### src/rtl/switch_debouncer.sv
// ---------------------------------------------------------------------------
// switch_debouncer
//
// Multi-channel debouncer for front-panel switches and buttons. Each channel
// brings its raw switch into the clock domain through a two-flop synchroniser.
// A change is accepted only after the synchronised value has differed from the
// current level for STABLE_CYCLES consecutive cycles. The channel then emits a
// clean level, one-cycle press/release pulses, and an auto-repeat pulse train
// while the button is held.
//
// Ports
//   clk           in   1         single clock for all logic
//   rst           in   1         asynchronous, active-high reset
//   switch        in   CHANNELS  raw asynchronous switch inputs, active-high
//   level         out  CHANNELS  debounced level
//   rise          out  CHANNELS  one-cycle pulse on level 0->1 (press)
//   fall          out  CHANNELS  one-cycle pulse on level 1->0 (release)
//   repeat_pulse  out  CHANNELS  one-cycle auto-repeat pulse while held
// ---------------------------------------------------------------------------
module switch_debouncer #(
    parameter int CHANNELS      = 4,
    parameter int STABLE_CYCLES = 16,
    parameter int HOLD_CYCLES   = 64,
    parameter int REPEAT_CYCLES = 16
) (
    input  logic                clk,
    input  logic                rst,
    input  logic [CHANNELS-1:0] switch,
    output logic [CHANNELS-1:0] level,
    output logic [CHANNELS-1:0] rise,
    output logic [CHANNELS-1:0] fall,
    output logic [CHANNELS-1:0] repeat_pulse
);

    localparam int CW   = $clog2(STABLE_CYCLES);
    localparam int HMAX = (HOLD_CYCLES > REPEAT_CYCLES) ? HOLD_CYCLES : REPEAT_CYCLES;
    localparam int HW   = $clog2(HMAX);

    localparam logic [CW-1:0] STABLE_LAST = CW'(STABLE_CYCLES - 1);
    localparam logic [HW-1:0] HOLD_LAST   = HW'(HOLD_CYCLES - 1);
    localparam logic [HW-1:0] REPEAT_LAST = HW'(REPEAT_CYCLES - 1);

    typedef enum logic [1:0] {
        ST_IDLE,
        ST_HOLD,
        ST_REPEAT
    } state_t;

    for (genvar g = 0; g < CHANNELS; g++) begin : g_ch
        logic [1:0]    r_sync;
        logic [CW-1:0] r_cnt;
        logic          r_level;
        logic          r_rise;
        logic          r_fall;
        logic          r_rep;
        state_t        r_state;
        logic [HW-1:0] r_hcnt;

        logic          w_s;
        logic          w_accept;
        logic          w_rise_nxt;
        logic          w_fall_nxt;
        state_t        w_state_nxt;
        logic [HW-1:0] w_hcnt_nxt;
        logic          w_rep_nxt;

        assign w_s        = r_sync[1];
        assign w_accept   = (w_s != r_level) && (r_cnt == STABLE_LAST);
        assign w_rise_nxt = w_accept && w_s;
        assign w_fall_nxt = w_accept && !w_s;

        // Synchroniser, stability qualification and edge pulses. Any cycle in
        // which the synchronised value matches the level clears the counter,
        // so a single-cycle bounce restarts qualification from zero.
        always_ff @(posedge clk or posedge rst) begin
            if (rst) begin
                r_sync  <= '0;
                r_cnt   <= '0;
                r_level <= 1'b0;
                r_rise  <= 1'b0;
                r_fall  <= 1'b0;
            end else begin
                r_sync <= {r_sync[0], switch[g]};
                r_rise <= w_rise_nxt;
                r_fall <= w_fall_nxt;
                if (w_s == r_level) begin
                    r_cnt <= '0;
                end else if (w_accept) begin
                    r_cnt   <= '0;
                    r_level <= w_s;
                end else begin
                    r_cnt <= r_cnt + 1'b1;
                end
            end
        end

        // Hold FSM state register.
        always_ff @(posedge clk or posedge rst) begin
            if (rst) begin
                r_state <= ST_IDLE;
                r_hcnt  <= '0;
                r_rep   <= 1'b0;
            end else begin
                r_state <= w_state_nxt;
                r_hcnt  <= w_hcnt_nxt;
                r_rep   <= w_rep_nxt;
            end
        end

        // Hold FSM next state. The decision uses the same-edge rise/fall
        // terms, so entry to HOLD coincides with the rise pulse and a release
        // pre-empts a repeat pulse that would land in the fall cycle.
        always_comb begin
            w_state_nxt = r_state;
            w_hcnt_nxt  = r_hcnt;
            w_rep_nxt   = 1'b0;
            case (r_state)
                ST_IDLE: begin
                    if (w_rise_nxt) begin
                        w_state_nxt = ST_HOLD;
                        w_hcnt_nxt  = '0;
                    end
                end
                ST_HOLD: begin
                    if (w_fall_nxt) begin
                        w_state_nxt = ST_IDLE;
                        w_hcnt_nxt  = '0;
                    end else if (r_hcnt == HOLD_LAST) begin
                        w_state_nxt = ST_REPEAT;
                        w_hcnt_nxt  = '0;
                        w_rep_nxt   = 1'b1;
                    end else begin
                        w_hcnt_nxt = r_hcnt + 1'b1;
                    end
                end
                ST_REPEAT: begin
                    if (w_fall_nxt) begin
                        w_state_nxt = ST_IDLE;
                        w_hcnt_nxt  = '0;
                    end else if (r_hcnt == REPEAT_LAST) begin
                        w_hcnt_nxt = '0;
                        w_rep_nxt  = 1'b1;
                    end else begin
                        w_hcnt_nxt = r_hcnt + 1'b1;
                    end
                end
                default: begin
                    w_state_nxt = ST_IDLE;
                    w_hcnt_nxt  = '0;
                end
            endcase
        end

        assign level[g]        = r_level;
        assign rise[g]         = r_rise;
        assign fall[g]         = r_fall;
        assign repeat_pulse[g] = r_rep;
    end

endmodule

### config.mk
export PLATFORM = sky130hd
export DESIGN_NAME = switch_debouncer
export DESIGN_NICKNAME = d
export VERILOG_FILES = /design/src/rtl/switch_debouncer.sv
export SDC_FILE = /design/constraint.sdc
export NUM_CORES = 1
export LEC_CHECK = 0
export CORE_MARGIN = 1
export CORE_UTILIZATION = 40
export DETAILED_ROUTE_END_ITERATION = 8
export GPL_TIMING_DRIVEN = 1
export PLACE_DENSITY = 0.69
export SKIP_CTS_REPAIR_TIMING = 1
export SLEW_MARGIN = 10
export SYNTH_ARGS = -nofsm -noshare
export SYNTH_HDL_FRONTEND = slang
export SYNTH_SLANG_ARGS = --single-unit
### constraint.sdc
create_clock -name clk -period 2.8 [get_ports clk]
set_clock_uncertainty 0.05 [all_clocks]
set_input_delay 0.28 -clock clk [delete_from_list [all_inputs] [get_ports clk]]
set_output_delay 0.28 -clock clk [all_outputs]
set_load 0.02 [all_outputs]
### After elaboration in Yosys (flattened, before gate mapping)

Cells that the tools add are included.

| word-level totals | value |
|---|---|
| flip-flop bits (word level) | 72 |
| bits of input ports | 6 |
| word-level logic and storage cells | 184 |

| cells by class | value |
|---|---|
| add/subtract/negate cells | 8 |
| eq/ne operators | 40 |
| multiplexer cells | 72 |
| bitwise logic cells | 4 |
| reduce and logical (&&, ||, !) cells | 28 |

Operators by type and width:

| operator | count |
|---|---|
| 6-bit two-way mux | 20 |
| 6-bit case mux with 3 select lines | 4 |
| 2-bit two-way mux | 16 |
| 4-bit two-way mux | 8 |
| 6-bit by 1-bit adder with 6-bit output (second input constant) | 4 |
| 6-bit by 4-bit equality test with 1-bit output (second input constant) | 4 |
| 6-bit equality test (second input constant) | 4 |
| 2-bit case mux with 3 select lines | 4 |
| 4-bit by 1-bit adder with 4-bit output (second input constant) | 4 |
| 4-bit equality test (second input constant) | 4 |
| 1-bit two-way mux | 16 |
| 2-bit != test (second input constant) | 8 |
| 1-bit logical AND | 12 |
| 3-bit != test (second input constant) | 4 |
| 3-bit AND reduction | 4 |
| 2-bit by 1-bit equality test with 1-bit output (second input constant) | 4 |
| 2-bit equality test (second input constant) | 4 |
| 2-bit zero test | 4 |
| 1-bit case mux with 2 select lines | 4 |
| 2-bit AND reduction | 4 |
| 1-bit equality test | 4 |
| 1-bit zero test | 4 |
| 1-bit != test | 4 |
| 1-bit NOT | 4 |

### Longest topological paths before layout

| logic depth | value |
|---|---|
| depth in word-level cells | 5 |
| mapped depth | 6 |
| depth with buffers taken out | 6 |

### Worst setup path before layout

Ideal clock, no wire load.

| timing | value |
|---|---|
| path kind | register to register |
| start point | register g_ch[2].r_state[0] |
| end point | register g_ch[2].r_hcnt[5] |
| library setup time | 130 ps |
| arrival time | 1,479 ps |
| slack | 1,141 ps |
| stages on the path, launching flop included | 6 |
| period minus slack after synthesis | 1,659 ps |
| path through | dfrtp_1 -> ha_1 -> or3_1 -> o22a_1 -> a41oi_1 -> o22ai_1 |

| on the way | value |
|---|---|
| cells in the longest elaborated chain, start to end | 2 |
| elaborated cells between the ends (all ways) | 5 |
| classes of those cells | eq/ne (3); mux (1); reduce/logical (1) |

Ends and longest elaborated chain:

| element | line | RTL |
|---|---|---|
| start, declared | 56 | `state_t r_state;` |
| start signal, assigned | 104 | `r_state <= w_state_nxt;` |
| 2-bit equality test, or another cell as far along | 117 | `case (r_state)` |
| 6-bit case mux with 3 select lines / 2-bit != test (equally long branches) | - |  |
| end signal, assigned | 105 | `r_hcnt <= w_hcnt_nxt;` |
| end, declared | 57 | `logic [HW-1:0] r_hcnt;` |

Several ways; a longest one is shown, not always the timed one.
A chain may end at the register's enable or synchronous reset.

### Worst setup path in the final report

| timing | value |
|---|---|
| start point | register g_ch[2].r_cnt[0] |
| end point | register g_ch[2].r_hcnt[2] |

| on the way | value |
|---|---|
| cells in the longest elaborated chain, start to end | 5 |
| elaborated cells between the ends (all ways) | 8 |
| classes of those cells | eq/ne (2); mux (3); reduce/logical (3) |

Ends and longest elaborated chain:

| element | line | RTL |
|---|---|---|
| start, declared | 51 | `logic [CW-1:0] r_cnt;` |
| start signal, assigned | 92 | `r_cnt <= r_cnt + 1'b1;` |
| 4-bit equality test (*) | 68 | `assign w_accept = (w_s != r_level) && (r_cnt == STABLE_LAST);` |
| 1-bit logical AND (*) | 68 |  |
| 1-bit logical AND | 70 | `assign w_fall_nxt = w_accept && !w_s;` |
| 6-bit two-way mux (on tied branches) | 137, 125 |  |
| 6-bit case mux with 3 select lines | 117 |  |

Every way passes the cells marked *; elsewhere a longest branch is shown, timed or not.

==> flow_summary.yaml <==
grt:
  grt_overflow: 0
  grt_pass1_wl_mm: 12.25
  grt_max_degree: 73
  antenna_found_initial: 0
  gr-usage-all-layers_pct: 15.30
  grt_pass1_vias: 2754
route:
  drc_errors: 0
  drt_pre_antenna_iters: 4
  wirelength_mm: 6.907
  vias_per_cell: 5.311
  vias: 2873
  ant_nets: 0
  wl_per_cell_um: 12.77
  drtIter0Drc: 140
clock_tree:
  worstSkewPairLatency_ns: 0.34
  cts_sinks: 72
  htreeDepth: 3
  cts_root_buffer: "clkbuf_8"
  path_clk_slew_ns: 0.08
  cts_buffers: 9
  cts_max_path_buffers: 2
  tritoncts: "yes"
timing:
  drv_slew: 0
  finalHoldViolations: 0
  rsz0062_at_grt: "no"
  finalCriticalPeriod_ns: 1.834
  slew_headroom_pct: 68.45
  finalSetupViolCount: 0
  fmax_mhz: 545.4
  worst_slew_pin_slew_ns: 0.4722
  whs_ns: 0.2742
  finalSetupTns_ns: 0
  period_share_pct: 65.49
synth:
  ys_seq_area_share_pct: 46.81
  synth-seq-cells: 72
  synth_warnings: 0
  yosysMostFrequentCell: "dfrtp_1"
  synth_top_cells_by_area: "dfrtp_1, ha_1, nand2_1"
  synth_edf_count: 0
  synth_commonest_cells: "dfrtp_1, nand2_1, inv_1"
  synthArstFlopShare_pct: 100.0
  synth_area_um2: 3849
  syn_nets: 421
  yosysTopAreaCellShare_pct: 46.81
  yosysTopAreaCell: "dfrtp_1"
  ys.flop_type: "dfrtp_1"
  netlist_instances: 395
  avgSynthCellArea_um2: 9.744
  ys_types: 52
critical_path:
  cpPeakStageDelay_ns: 0.39
  worst_ep_required_time_ns: 3.00
  cp.arrival_ns: 2.04
  critPathKind: "reg -> reg"
  critPathBufInv: 0
  cp-end-kind: "flip-flop"
  endpoint: "g_ch[2].r_hcnt[2]"
  critPathSlowestCell: "dfrtp_1"
  worstSetupPathDepth: 5
  timing.rr.start: "g_ch[2].r_cnt[0]"
  cp_cell_sequence: "ha_1 -> and3_1 -> a21oi_2 -> or3_1 -> o211ai_1"
  r2r_end: "g_ch[2].r_hcnt[2]"
  crit_fanout: 7
  rrSetupSlack_ns: 0.97
  reg2reg_depth: 5
  path_delay_family: "simple AND/OR/NAND/NOR gates"
  startpoint_type: "flip-flop"
  cp-startpoint: "g_ch[2].r_cnt[0]"
power_and_ir_drop:
  leakagePower_nw: 1.839
  power_density_nw_per_um2: 457.0
  irDropWorstVdd_mv: 0.1998
floorplan:
  dieArea_um2: 10020
  die_h_um: 100.1
  ioPinCount: 22
  rows: 35
  fp.dieW_um: 100.1
  start_util_pct: 41.46
  fp.coreArea_um2: 9284
place:
  io_buffers: 21
  gp_congestion: 0.8380
  dp_hpwl_mm: 4.766
final_layout:
  drive_gt1_share_pct: 7.282
  syn_to_final_growth_pct: 11.09
  final_nets: 434
  fillers: 898
  diodes: 0
min_path:
  hp-class: "in -> async"
job:
  drv_cap: 0
run_status:
  outcome: "completed"
## registers in the layout, indices dropped and copies added (netlist names)
register	flops
g_ch.r_cnt	16
g_ch.r_fall	4
g_ch.r_hcnt	24
g_ch.r_level	4
g_ch.r_rep	4
g_ch.r_rise	4
g_ch.r_state	8
g_ch.r_sync	8
## where the power goes
part           total (W)  internal, W  switching (W)
Clock           0.000808     0.000427       0.000381
Combinational  0.0000683    0.0000288      0.0000395
Sequential       0.00108      0.00106      0.0000184
## metal layers
metal	vias up	wire, µm	GRT usage, %
met5	-	0	0
met4	0	143	8.807
met3	13	200	2.786
met2	63	3378	24.72
met1	1366	3184	19.35
li1	1431	-	-
## logic make-up (layout without fill, tap and decap cells)
logic type / after synthesis / after routing / share of synthesized area, %
simple gates: 147 / 147 / 20.45
xor+xnor: 5 / 5 / 1.138
compound gates: 96 / 96 / 17.59
buf+inv: 54 / 71 / 7.249
fa+ha+maj: 20 / 20 / 6.502
mux: 1 / 1 / 0.2601
flops: 72 / 72 / 46.81
## worst min path at each step
| stage | endpoint | slack, ns | depth (start not counted) |
|---|---|---|---|
| floorplan | g_ch[0].r_sync[0] | 0.26 | 0 |
| global placement | g_ch[1].r_sync[1] | 0.29 | 0 |
| detailed placement | g_ch[3].r_sync[1] | 0.28 | 0 |
| CTS | g_ch[0].r_hcnt[0] | 0.30 | 3 |
| global route | g_ch[3].r_sync[1] | 0.30 | 0 |
| finish | g_ch[0].r_hcnt[0] | 0.27 | 3 |
## area by class of cell
cell class / instances / area, µm² / share of cell area [%]
Tap cell: 129 / 161.4 / 3.775
Clock inverter: 4 / 45.04 / 1.054
Multi-Input combinational cell: 269 / 1768 / 41.35
Sequential cell: 72 / 1802 / 42.14
Inverter: 34 / 127.6 / 2.985
Clock buffer: 11 / 141.4 / 3.307
Timing Repair Buffer: 22 / 230.2 / 5.385
## worst reg2reg max path, cell delays in order (launching register included)
cell	delay, ns
dfrtp_1	0.39
ha_1	0.23
and3_1	0.38
a21oi_2	0.19
or3_1	0.34
o211ai_1	0.17
## stage by stage
stage               cell area (µm²)  utilization [%]  setup WS, ns  total power (W)  instances
global placement               4089            44.04         1.038         0.001165        526
global route                   4275            46.05        0.8140         0.002032        541
finish                         4275            46.05        0.9664         0.001954        541
CTS                            4275            46.05        0.9680         0.001977        541
detailed placement             4089            44.04        0.9944         0.001168        526
floorplan                      3849                -        0.6451         0.001142        395
## cell usage in the layout (no fill, tap or decap), types with 8 or more instances in the layout
cell,n
nor2b_1,11
inv_1,32
clkbuf_8,10
nand2b_1,8
o21ai_1,21
nand3_1,11
nand2_1,42
nand4_1,15
dfrtp_1,72
nor2_1,19
and3_1,11
ha_1,20
clkdlybuf4s50_1,21
a21oi_1,11
Power figures use the tool's default switching activity.
